==> src/rtl/core_pipe_pkg.sv <==
// Shared constants for the five-stage core pipeline control.
// Holds mul/div cycle defaults, the sequencer state encoding and the NOP word.
// No logic; a small helper picks the longer mul/div latency for width checks.
package core_pipe_pkg;

    localparam int MULT_CYC_DEF = 5;
    localparam int DIV_CYC_DEF  = 10;

    // Sequencer state: IDLE while the busy counter is zero, MD_RUN otherwise
    localparam logic ST_IDLE   = 1'b0;
    localparam logic ST_MD_RUN = 1'b1;

    // Instruction word loaded into pipeline registers on bubble or flush
    localparam logic [31:0] NOP_INSTR = 32'h0000_0000;

    function automatic int cyc_max(input int a, input int b);
        return (a > b) ? a : b;
    endfunction

endpackage

==> src/rtl/md_busy_cnt.sv <==
// Loadable down-counter tracking how long the mul/div unit stays busy.
// Latency: load takes effect on the next edge; busy is combinational from the count.
// No backpressure: counts down one per cycle and saturates at zero.
module md_busy_cnt
#(
    parameter int CNT_W = 4
)
(
    input  logic             clk,
    input  logic             reset,
    input  logic             load,
    input  logic [CNT_W-1:0] load_val,
    output logic             busy,
    output logic [CNT_W-1:0] cnt
);

    logic [CNT_W-1:0] cnt_q;
    logic [CNT_W-1:0] cnt_d;

    // Next count: a load wins, otherwise step down until zero
    always_comb begin
        cnt_d = cnt_q;
        if (load) begin
            cnt_d = load_val;
        end else if (cnt_q != '0) begin
            cnt_d = cnt_q - CNT_W'(1);
        end
    end

    // Count register; reset clears it immediately so busy drops without a clock
    always_ff @(posedge clk or posedge reset) begin
        if (reset) begin
            cnt_q <= '0;
        end else begin
            cnt_q <= cnt_d;
        end
    end

    assign busy = (cnt_q != '0);
    assign cnt  = cnt_q;

endmodule

==> src/rtl/pipe_stall_ctrl.sv <==
// Stall/bubble/flush sequencing for the five-stage core plus mul/div busy scheduling.
// Latency: stall/bubble/flush are combinational; md_start is one cycle after acceptance.
// Backpressure: a hazard or HI/LO use during mul/div holds F and D and bubbles E.
// Optional PIPE_STALL_CTRL_STATS_EN adds stall_cnt/flush_cnt event counters.
module pipe_stall_ctrl
    import core_pipe_pkg::*;
#(
    parameter int MULT_CYC = MULT_CYC_DEF,
    parameter int DIV_CYC  = DIV_CYC_DEF,
    parameter int CNT_W    = 4
)
(
    input  logic        clk,
    input  logic        reset,
    input  logic        ld_use_hazard,
    input  logic        d_md_issue,
    input  logic        d_md_is_div,
    input  logic        d_md_use,
    input  logic        req,
    output logic        stall_f,
    output logic        stall_d,
    output logic        bubble_e,
    output logic        flush_all,
    output logic        md_start,
`ifdef PIPE_STALL_CTRL_STATS_EN
    output logic        md_busy,
    output logic [31:0] stall_cnt,
    output logic [31:0] flush_cnt
`else
    output logic        md_busy
`endif
);

    localparam int MAX_CYC = cyc_max(MULT_CYC, DIV_CYC);
    localparam logic [CNT_W-1:0] MULT_LD = CNT_W'(MULT_CYC);
    localparam logic [CNT_W-1:0] DIV_LD  = CNT_W'(DIV_CYC);

    // The busy counter must be able to hold the longest latency
    if ((64'd1 << CNT_W) <= 64'(MAX_CYC)) begin : g_cnt_w_check
        $error("CNT_W too narrow for mul/div latency");
    end

    logic             stall;
    logic             accept;
    logic             md_start_q;
    logic             md_start_d;
    logic             is_div_q;
    logic             is_div_d;
    logic             cnt_busy;
    logic             state;
    logic [CNT_W-1:0] md_cnt;
    logic [CNT_W-1:0] load_val;

    // State follows the counter: any nonzero count means the unit is running
    assign state = (md_cnt != '0) ? ST_MD_RUN : ST_IDLE;

    // Hazard combining; an exception overrides every hold so the clear can propagate
    always_comb begin
        stall     = ld_use_hazard | (d_md_use & ((state == ST_MD_RUN) | md_start_q));
        accept    = d_md_issue & ~stall & ~req;
        stall_f   = stall & ~req;
        stall_d   = stall & ~req;
        bubble_e  = stall & ~req;
        flush_all = req;
    end

    // Acceptance latches the op kind; it is only consumed in the md_start cycle
    always_comb begin
        md_start_d = accept;
        is_div_d   = accept ? d_md_is_div : is_div_q;
    end

    // Start pulse and op-kind registers; an md_start already in E is never revoked by req
    always_ff @(posedge clk or posedge reset) begin
        if (reset) begin
            md_start_q <= 1'b0;
            is_div_q   <= 1'b0;
        end else begin
            md_start_q <= md_start_d;
            is_div_q   <= is_div_d;
        end
    end

    assign load_val = is_div_q ? DIV_LD : MULT_LD;

    // Loaded during the start cycle so busy rises on the following cycle
    md_busy_cnt #(
        .CNT_W    (CNT_W)
    ) u_md_busy_cnt (
        .clk      (clk),
        .reset    (reset),
        .load     (md_start_q),
        .load_val (load_val),
        .busy     (cnt_busy),
        .cnt      (md_cnt)
    );

    assign md_start = md_start_q;
    assign md_busy  = cnt_busy;

`ifdef PIPE_STALL_CTRL_STATS_EN
    logic [31:0] stall_cnt_q;
    logic [31:0] flush_cnt_q;

    // Event counters: stalls not overridden by an exception, and exception clears
    always_ff @(posedge clk or posedge reset) begin
        if (reset) begin
            stall_cnt_q <= '0;
            flush_cnt_q <= '0;
        end else begin
            if (stall && !req) begin
                stall_cnt_q <= stall_cnt_q + 32'd1;
            end
            if (req) begin
                flush_cnt_q <= flush_cnt_q + 32'd1;
            end
        end
    end

    assign stall_cnt = stall_cnt_q;
    assign flush_cnt = flush_cnt_q;
`endif

endmodule
==> config.mk <==
export PLATFORM = sky130hd
export DESIGN_NAME = pipe_stall_ctrl
export DESIGN_NICKNAME = d
export VERILOG_FILES = /design/src/rtl/core_pipe_pkg.sv /design/src/rtl/md_busy_cnt.sv /design/src/rtl/pipe_stall_ctrl.sv
export SDC_FILE = /design/constraint.sdc
export NUM_CORES = 1
export LEC_CHECK = 0
export BUFFER_PORTS_ARGS = -buffer_cell sky130_fd_sc_hd__buf_4
export CAP_MARGIN = 20
export CORE_AREA = 2 2 39 41
export CTS_CLUSTER_SIZE = 14
export DETAILED_ROUTE_END_ITERATION = 16
export DIE_AREA = 0 0 41 43
export GPL_ROUTABILITY_DRIVEN = 0
export SYNTH_ARGS = -nofsm -noshare
export SYNTH_HDL_FRONTEND = slang
export SYNTH_HIERARCHICAL = 1
export SYNTH_SLANG_ARGS = --single-unit
export TNS_END_PERCENT = 5
==> constraint.sdc <==
create_clock -name clk -period 4 [get_ports clk]
set_input_delay 0.4 -clock clk [delete_from_list [all_inputs] [get_ports clk]]
set_output_delay 0.4 -clock clk [all_outputs]
set_load 0.02 [all_outputs]
-- Yosys cells after proc, flatten, opt, wreduce, memory -nomap -nowiden
Cells that the tools add are included.
- $add $sub $neg: 1
- multiplexer cells: 4
- bitwise operators: 8
- reduce and logical (&&, ||, !) cells: 2
- operators by type and width (cell ; count):
    2-to-1 mux 4 bit ; 3
    AND 1 bit ; 4
    nonzero test 4 bit ; 1
    subtractor 4 x 1 -> 4 bit (second input constant) ; 1
    NOT 1 bit ; 2
    bitwise OR 1 bit ; 2
    nonzero test 2 bit ; 1
    2-to-1 mux 1 bit ; 1
- register bits after elaboration: 6
- output and inout bits: 6

-- Depth between registers and ports, before layout
Gate-level depths: netlist (run 1).
- depth in word-level cells: 8
- depth in mapped cells: 5

-- Cells and area by module
The synthesis (run 1) kept the hierarchy.
- by module, submodules not included (module ; times used ; cells an instance ; area an instance (µm²) ; sequential area each (µm²)):
    md_busy_cnt ; 1 ; 24 ; 250.2 ; 100.1
    pipe_stall_ctrl ; 1 ; 13 ; 137.6 ; 50.0

-- Worst setup path before layout (run 1)
Ideal clock, no wire load.
- path kind: flip-flop to output port
- start point: register md_start_q, in the netlist md_start
- end point: output port stall_d
- arrival: 1543 ps
- path slack: 2057 ps
- stages on the path, launching flop included: 6
- buffers on the path: 1
- path through: dfrtp_1 or4_1 o21a_1 nor2_1 nor2_1 buf_4
- longest elaborated chain between the ends: 4
- ends and longest elaborated chain (item ; line ; RTL):
    start: declaration ; pipe_stall_ctrl.sv:45 ; logic md_start_q;
    start signal: assignment ; pipe_stall_ctrl.sv:79 ; md_start_q <= md_start_d;
    bitwise OR 1 bit ; pipe_stall_ctrl.sv:59 ; stall = ld_use_hazard | (d_md_use & ((state == ST_MD_RUN) | md_start_q));
    AND 1 bit ; pipe_stall_ctrl.sv:59 ;
    bitwise OR 1 bit ; pipe_stall_ctrl.sv:59 ;
    AND 1 bit ; - ;
    end: declaration ; pipe_stall_ctrl.sv:21 ; output logic stall_d,
Every way passes these cells.

-- Worst setup path in the final report (run 1)
- start point: register md_start_q, in the netlist md_start
- end point: output port stall_d
- longest elaborated chain between the ends: 4
- ends and longest elaborated chain (item ; line ; RTL):
    bitwise OR 1 bit ; pipe_stall_ctrl.sv:59 ;
    AND 1 bit ; pipe_stall_ctrl.sv:59 ;
    bitwise OR 1 bit ; pipe_stall_ctrl.sv:59 ;
    AND 1 bit ; pipe_stall_ctrl.sv:62 ; stall_d = stall & ~req;
Every way passes these cells.

==> results of run 1 <==
through the flow:
step	total power (W)	std cells
2_1_floorplan	0.0002298	37
6_report	0.0003276	64
4_1_cts	0.0003278	64
5_1_grt	0.0003549	64
3_3_place_gp	0.0002653	61
3_5_place_dp	0.0002699	61
final timing paths:
kind / startpoint / endpoint / slack (ps) / cells after the start
max in group asynchronous: reset / u_md_busy_cnt/cnt[1]$_DFFE_PP0P_ / 3790 / 2
max: md_start$_DFF_PP0_ / stall_d / 1810 / 5
max reg2reg: md_start$_DFF_PP0_ / is_div_q$_DFFE_PP0P_ / 2070 / 4
min in group clk: ld_use_hazard / md_start$_DFF_PP0_ / 340 / 2
min: reset / is_div_q$_DFFE_PP0P_ / 10 / 2
min reg2reg: is_div_q$_DFFE_PP0P_ / is_div_q$_DFFE_PP0P_ / 570 / 1
cell families (layout without fill, tap and decap cells):
family                   after synthesis  in the layout
flip-flops                             6              6
AND/OR/NAND/NOR                       10             10
adder cells (fa/ha/maj)                2              2
buffers and inverters                 10             21
multiplexers                           3              3
XOR/XNOR                               2              2
AO/OA/AOI/OAI                          4              4
final cells by class:
cell class              count  share of cell area [%]
multi-input cells          21                   38.07
flip-flops and latches      6                   30.46
repair buffers             12                   18.27
clock buffers               3                   4.569
inverters                   6                   4.569
well taps                  16                   4.061
metal layers:
layer / part of all wire [%] / vias up / track usage (%)
li1: - / 144 / -
met1: 41 / 128 / 11.61
met2: 45 / 22 / 15.31
met3: 13 / 4 / 6.283
met4: 1.2 / 0 / 2.000
met5: 0 / - / 0
critical path, cell delays in order (launching register included):
cell                      delay, ps
sky130_fd_sc_hd__dfrtp_1        470
sky130_fd_sc_hd__or4_1          540
sky130_fd_sc_hd__o21a_1         230
sky130_fd_sc_hd__nor2_1          90
sky130_fd_sc_hd__nor2_1          70
sky130_fd_sc_hd__buf_4          150
registers in the layout, summed over array words and instances (netlist names):
| signal | cells |
|---|---|
| md_start | 1 |
| u_md_busy_cnt/cnt | 4 |
| is_div_q | 1 |
report_power, final:
group | total, W | leakage (nW) | internal, W | switching, W
clock | 0.0000569 | 0.0138 | 0.0000340 | 0.0000229
combinational | 0.000151 | 0.146 | 0.0000798 | 0.0000710
sequential | 0.000120 | 0.0737 | 0.0000870 | 0.0000329
layout by cell type (no fill, tap or decap), drive strengths merged, types with 2 or more instances in the layout:
| cell type | synthesis | final |
|---|---|---|
| clkbuf | 1 | 3 |
| buf | 3 | 12 |
| mux2 | 2 | 2 |
| ha | 2 | 2 |
| nand2 | 2 | 2 |
| dfrtp | 6 | 6 |
| xnor2 | 2 | 2 |
| nor3b | 2 | 2 |
| inv | 6 | 6 |
| nor2 | 2 | 2 |
| nor3 | 2 | 2 |
==> implementation parameters, run 1 <==
Parameter                              Value

Clock tree
  Number of clock sinks ... 6
  Maximum root-to-sink buffer count ... 2
  Number of instances resized during post-cts repair ... 0
  Clock root cell ... sky130_fd_sc_hd__clkbuf_4
  CTS Buf Count ... 3
  Number of hold buffers added after cts ... 0
  CTS clk-pin slew, worst paths ... 40 ps
  Number of H-tree levels ... 1
  Skew-Pair Late Insertion Delay ... 250 ps
  CTS tree ... built
  Number of post-CTS setup repair buffers ... 0

Timing
  Clock period minus final worst setup slack ... 2195 ps
  Worst rel slew slack ... 81.62%
  Worst slew pin tran ... 275.6 ps
  Number of pins exceeding their max-slew limit in the final report ... 0
  Worst slack on hold paths ... 14.05 ps
  Setup repair after global routing missed its margin ... no
  Final total negative setup slack ... 0 ps
  Fraction of the cycle the final worst path needs ... 54.87%
  Final worst slack ... 1805 ps
  Max Fclk ... 0.4556 GHz
  Hold violation total from the final report ... 0
  Setup violations, final ... 0
  Final clock skew ... 2.129 ps

Synth
  Proportion of netlist area held by the largest area contributor ... 38.71%
  Mux cell area share after synthesis ... 8.387%
  Part of the Yosys area used for sequential elements ... 38.71%
  Post-synth ARST share ... 100.0%
  Number of distinct library cell variants in the gate-level netlist after synthesis ... 20
  Synthesized-area fraction occupied by adder cells ... 6.452%
  Yosys synthesis warning count ... 6
  Share of the synthesized area in compound gates (AO/OA/AOI/OAI) ... 7.742%
  Number of standard cells after synthesis ... 37
  Area contributors post-synth ... sky130_fd_sc_hd__dfrtp_1 (39%), sky130_fd_sc_hd__ha_1 (6.5%), sky130_fd_sc_hd__nor4b_4 (6.1%), sky130_fd_sc_hd__buf_4 (5.8%), sky130_fd_sc_hd__inv_1 (5.8%)
  #FFs+latches synth ... 6
  Commonest cells in the netlist ... sky130_fd_sc_hd__dfrtp_1 (6), sky130_fd_sc_hd__inv_1 (6), sky130_fd_sc_hd__buf_4 (3)
  Mapped Area ... 387.9 µm²
  Average cell area after synthesis ... 10.48 µm²
  Main combinational cell family by area after synthesis ... simple AND/OR/NAND/NOR gates
  Post-Synth Simple-Gate Area ... 21.29%
  Post-synth EDFFs ... 0
  Net Count, Synth ... 46
  Post-synth top area cell ... sky130_fd_sc_hd__dfrtp_1
  Xor-xnor portion of the synthesized cell area ... 4.516%
  Prevailing post-synth register cell ... sky130_fd_sc_hd__dfrtp_1

Global route
  Wire length of the first global-routing pass ... 1207 µm
  Maximum number of pins on one net before global-route repair ... 11
  Vias in the first global route ... 292
  Number of antenna violations at the first check in global routing ... 0
  Total congestion overflow after global routing ... 0
  Global-route usage over all layers ... 10.05%

Pwr
  Power density cells ... 664.5 mW/mm²
  Peak VDD IR ... 246.8 µV
  Leakage ... 0.2339 nW

Floorplanning
  Top-Level Pins ... 13
  Die width ... 41 µm
  Standard-cell rows ... 14
  Die footprint ... 0.001763 mm²
  Effective utilization at floorplan ... 28.03%
  DIE HEIGHT ... 43 µm
  Area of the core ... 0.001384 mm²

Cells and area
  Final nets ... 59
  Util after Layout ... 35.62%
  Area occupied by registers ... 150.1 µm²
  Filler cell count ... 146
  Final cell area excluding filler cells ... 493.0 µm²
  Area of the multi-input gates ... 187.7 µm²
  Fraction of final layout cells with drive strength greater than 1 ... 37.50%
  Number of antenna repair diodes ... 0
  Synth-to-layout area growth ... 27.10%

Placed design
  HPWL after detailed placement ... 567.5 µm
  # port buffers ... 12
  Instance area after placement ... 470.5 µm²
  Placement-stage worst setup slack ... 2089 ps

Hold path
  Type of the worst min-delay path ... in -> async

Status
  Result of the run ... finished clean

Drt
  DRT iter0 DRCs ... 5
  Count of unresolved DRC violations after routing ... 0
  Initial DRT Pass Iterations ... 5
  Number of nets with antenna violations after routing ... 0
  Vias per inst ... 4.656
  Total wire length after detailed routing ... 757 µm
  Number of vias in the routed layout ... 298
  Avg WL per Cell ... 11.83 µm

Setup path
  Kind of end point of the critical path ... output pin
  Data arrival time of the critical path ... 1790 ps
  Startpoint kind of the worst setup timing path ... register
  Path type of the worst setup path ... reg -> out
  Required time reported for the critical path endpoint ... 3600 ps
  Crit Path Max Fanout ... 10

Flow run
  Max-Cap Viols ... 0
(Power assumes the default switching activity.)
==> run 2: changes to the inputs <==
- clock period: 4 -> 1.9 ns (I/O delays scaled with it)
==> implementation parameters, run 2 (same netlist as run 1, synthesis figures left out) <==
Parameter                              Value

Global route
  Met3 Resource Use GR ... 6.283% (unchanged)
  Highest-utilization routing layer at the global route stage ... met2
  GR Layer Usage met2 ... 15.63% (+0.31 points)
  Total congestion overflow after global routing ... 0 (unchanged)
  Global-route met1 utilization ... 14.71% (+3.1 points)
  Vias in the first global route ... 316 (+8.2%)
  Number of antenna violations at the first check in global routing ... 0 (unchanged)
  Global-route usage over all layers ... 12.01% (+2.0 points)
  Maximum number of pins on one net before global-route repair ... 10 (-1)
  Wire length of the first global-routing pass ... 1345 µm (+11%)

Timing
  Setup violations, final ... 3 (+3)
  Fraction of the cycle the final worst path needs ... 100.1%
  Max Fclk ... 0.5258 GHz
  Final clock skew ... 0.6961 ps (-1.433 ps)
  Final worst slack ... -1.903 ps (-1807 ps)
  Hold violation total from the final report ... 0 (unchanged)
  Number of pins exceeding their max-slew limit in the final report ... 0 (unchanged)
  Final total negative setup slack ... -4.448 ps (-4.448 ps)
  Worst rel slew slack ... 82.57% (+0.95 points)
  Clock period minus final worst setup slack ... 1902 ps
  Worst slew pin tran ... 261.1 ps (-14.54 ps)
  Setup repair after global routing missed its margin ... yes

Placed design
  Placement-stage worst setup slack ... 83.76 ps (-2006 ps)
  HPWL after detailed placement ... 616.8 µm (+8.7%)
  Number of cells after detailed placement ... 63 (+3.3%)
  # port buffers ... 12 (unchanged)

Drt
  Number of nets with antenna violations after routing ... 0 (unchanged)
  DRT iter0 DRCs ... 9 (+4)
  Vias per inst ... 4.632 (-0.51%)
  Initial DRT Pass Iterations ... 3 (-2)
  Total wire length after detailed routing ... 804 µm (+6.2%)
  Avg WL per Cell ... 11.82 µm (about the same)
  Count of unresolved DRC violations after routing ... 0 (unchanged)
  Number of vias in the routed layout ... 315 (+5.7%)

Cells and area
  Fraction of final layout cells with drive strength greater than 1 ... 42.31% (+4.8 points)
  Filler cell count ... 143 (-2.1%)
  Commonest cells after routing, fill and taps aside ... sky130_fd_sc_hd__buf_4 (15), sky130_fd_sc_hd__inv_1 (6), sky130_fd_sc_hd__dfrtp_1 (6)
  Final nets ... 63 (+6.8%)
  Most frequent standard cell in the layout excluding fill and tap cells ... sky130_fd_sc_hd__buf_4
  Cell Count, Final, Fillers Out ... 68 (+6.3%)
  Util after Layout ... 38.16% (+2.5 points)
  Number of antenna repair diodes ... 0 (unchanged)
  Max reg flops ... 4 (unchanged)
  Area occupied by registers ... 150.1 µm² (unchanged)
  Synth-to-layout area growth ... 36.13%
  Area of the multi-input gates ... 190.2 µm² (+1.3%)

Pwr
  Peak VDD IR ... 518.6 µV (+110%)
  Power density cells ... 1348 mW/mm² (+100%)
  Leakage ... 0.2539 nW (+8.5%)

Floorplanning
  Top-Level Pins ... 13 (unchanged)
  Die footprint ... 0.001763 mm² (unchanged)
  Area of the core ... 0.001384 mm² (unchanged)
  Effective utilization at floorplan ... 28.03% (unchanged)
  Die width ... 41 µm (unchanged)
  Standard-cell rows ... 14 (unchanged)
  DIE HEIGHT ... 43 µm (unchanged)

Clock tree
  Number of clock sinks ... 6 (unchanged)
  Number of H-tree levels ... 1 (unchanged)
  CTS clk-pin slew, worst paths ... 50 ps (about the same)
  Maximum root-to-sink buffer count ... 2 (unchanged)
  CTS Buf Count ... 3 (unchanged)
  CTS tree ... built
  Skew-Pair Late Insertion Delay ... 250 ps (about the same)
  Clock root cell ... sky130_fd_sc_hd__clkbuf_4

Hold path
  Type of the worst min-delay path ... in -> reg

Setup path
  Data arrival time of the critical path ... 1710 ps (-80 ps)
  Crit Path Max Fanout ... 3 (-7)
  Required time reported for the critical path endpoint ... 1710 ps (-1890 ps)
  Path type of the worst setup path ... reg -> out
  Startpoint kind of the worst setup timing path ... register
  Kind of end point of the critical path ... output pin

Status
  Failing checks ... setup timing
  Result of the run ... complete, but fails checks

Flow run
  Max-Cap Viols ... 0 (unchanged)
## run 2: cell types whose count changed in the layout (fill, tap and decap cells not counted)
cell | previous run | this run
sky130_fd_sc_hd__buf_4 | 12 | 15
sky130_fd_sc_hd__dlygate4sd3_1 | 0 | 1
sky130_fd_sc_hd__nor2_1 | 2 | 1
sky130_fd_sc_hd__nor2_2 | 0 | 1
## run 2: worst max-delay path, stage by stage (launching register included)
cell                      delay [ps]
sky130_fd_sc_hd__dfrtp_1         370
sky130_fd_sc_hd__or4_1           510
sky130_fd_sc_hd__o21a_1          230
sky130_fd_sc_hd__nor2_1          140
sky130_fd_sc_hd__nor2_2           60
sky130_fd_sc_hd__buf_4           150
## run 2: final timing paths
| check | start | end | slack [ps] | cells after the start |
|---|---|---|---|---|
| worst max-delay path | md_start$_DFF_PP0_ | bubble_e | -2 | 5 |
| worst min-delay path | ld_use_hazard | md_start$_DFF_PP0_ | 120 | 2 |
| worst max register to register | md_start$_DFF_PP0_ | is_div_q$_DFFE_PP0P_ | 90 | 4 |
| worst min register to register | is_div_q$_DFFE_PP0P_ | is_div_q$_DFFE_PP0P_ | 570 | 1 |
| max in group asynchronous | reset | u_md_busy_cnt/cnt[1]$_DFFE_PP0P_ | 1350 | 3 |
| min in group asynchronous | reset | is_div_q$_DFFE_PP0P_ | 360 | 3 |
## run 2: where the power goes
part | switching [W] | leakage [nW] | internal (W)
Combinational | 0.000169 | 0.166 | 0.000186
Sequential | 0.0000487 | 0.0737 | 0.000183
Clock | 0.0000528 | 0.0138 | 0.0000719
## run 2: area by class of cell
type	instances	area share (%)
Inverter	6	4.265
Timing Repair Buffer	16	23.22
Multi-Input combinational cell	21	36.02
Tap cell	16	3.791
Sequential cell	6	28.44
Clock buffer	3	4.265
## run 2: through the flow
stage | instance area, µm² | total power, W | hold WS, ps
after floorplan | 387.9 | 0.0004838 | -68.82
after global placement | 485.5 | 0.0005716 | 56.57
after detailed placement | 485.5 | 0.0005829 | 67.26
after CTS | 518.0 | 0.0007195 | 111.5
after global routing | 528.0 | 0.0007801 | 116.6
final | 528.0 | 0.0007119 | 121.0
## run 2: layer usage
| layer | routed length (µm) | vias up |
|---|---|---|
| li1 | - | 152 |
| met1 | 338 | 144 |
| met2 | 358 | 14 |
| met3 | 78 | 5 |
| met4 | 29 | 0 |
| met5 | 0 | - |
## run 2: repair_timing
action,in CTS,in global routing
endpoints found under the hold margin,6,0
hold buffers,1,0
gates resized for setup,0,1
buffers inserted,0,1
endpoints found under the setup margin,0,3
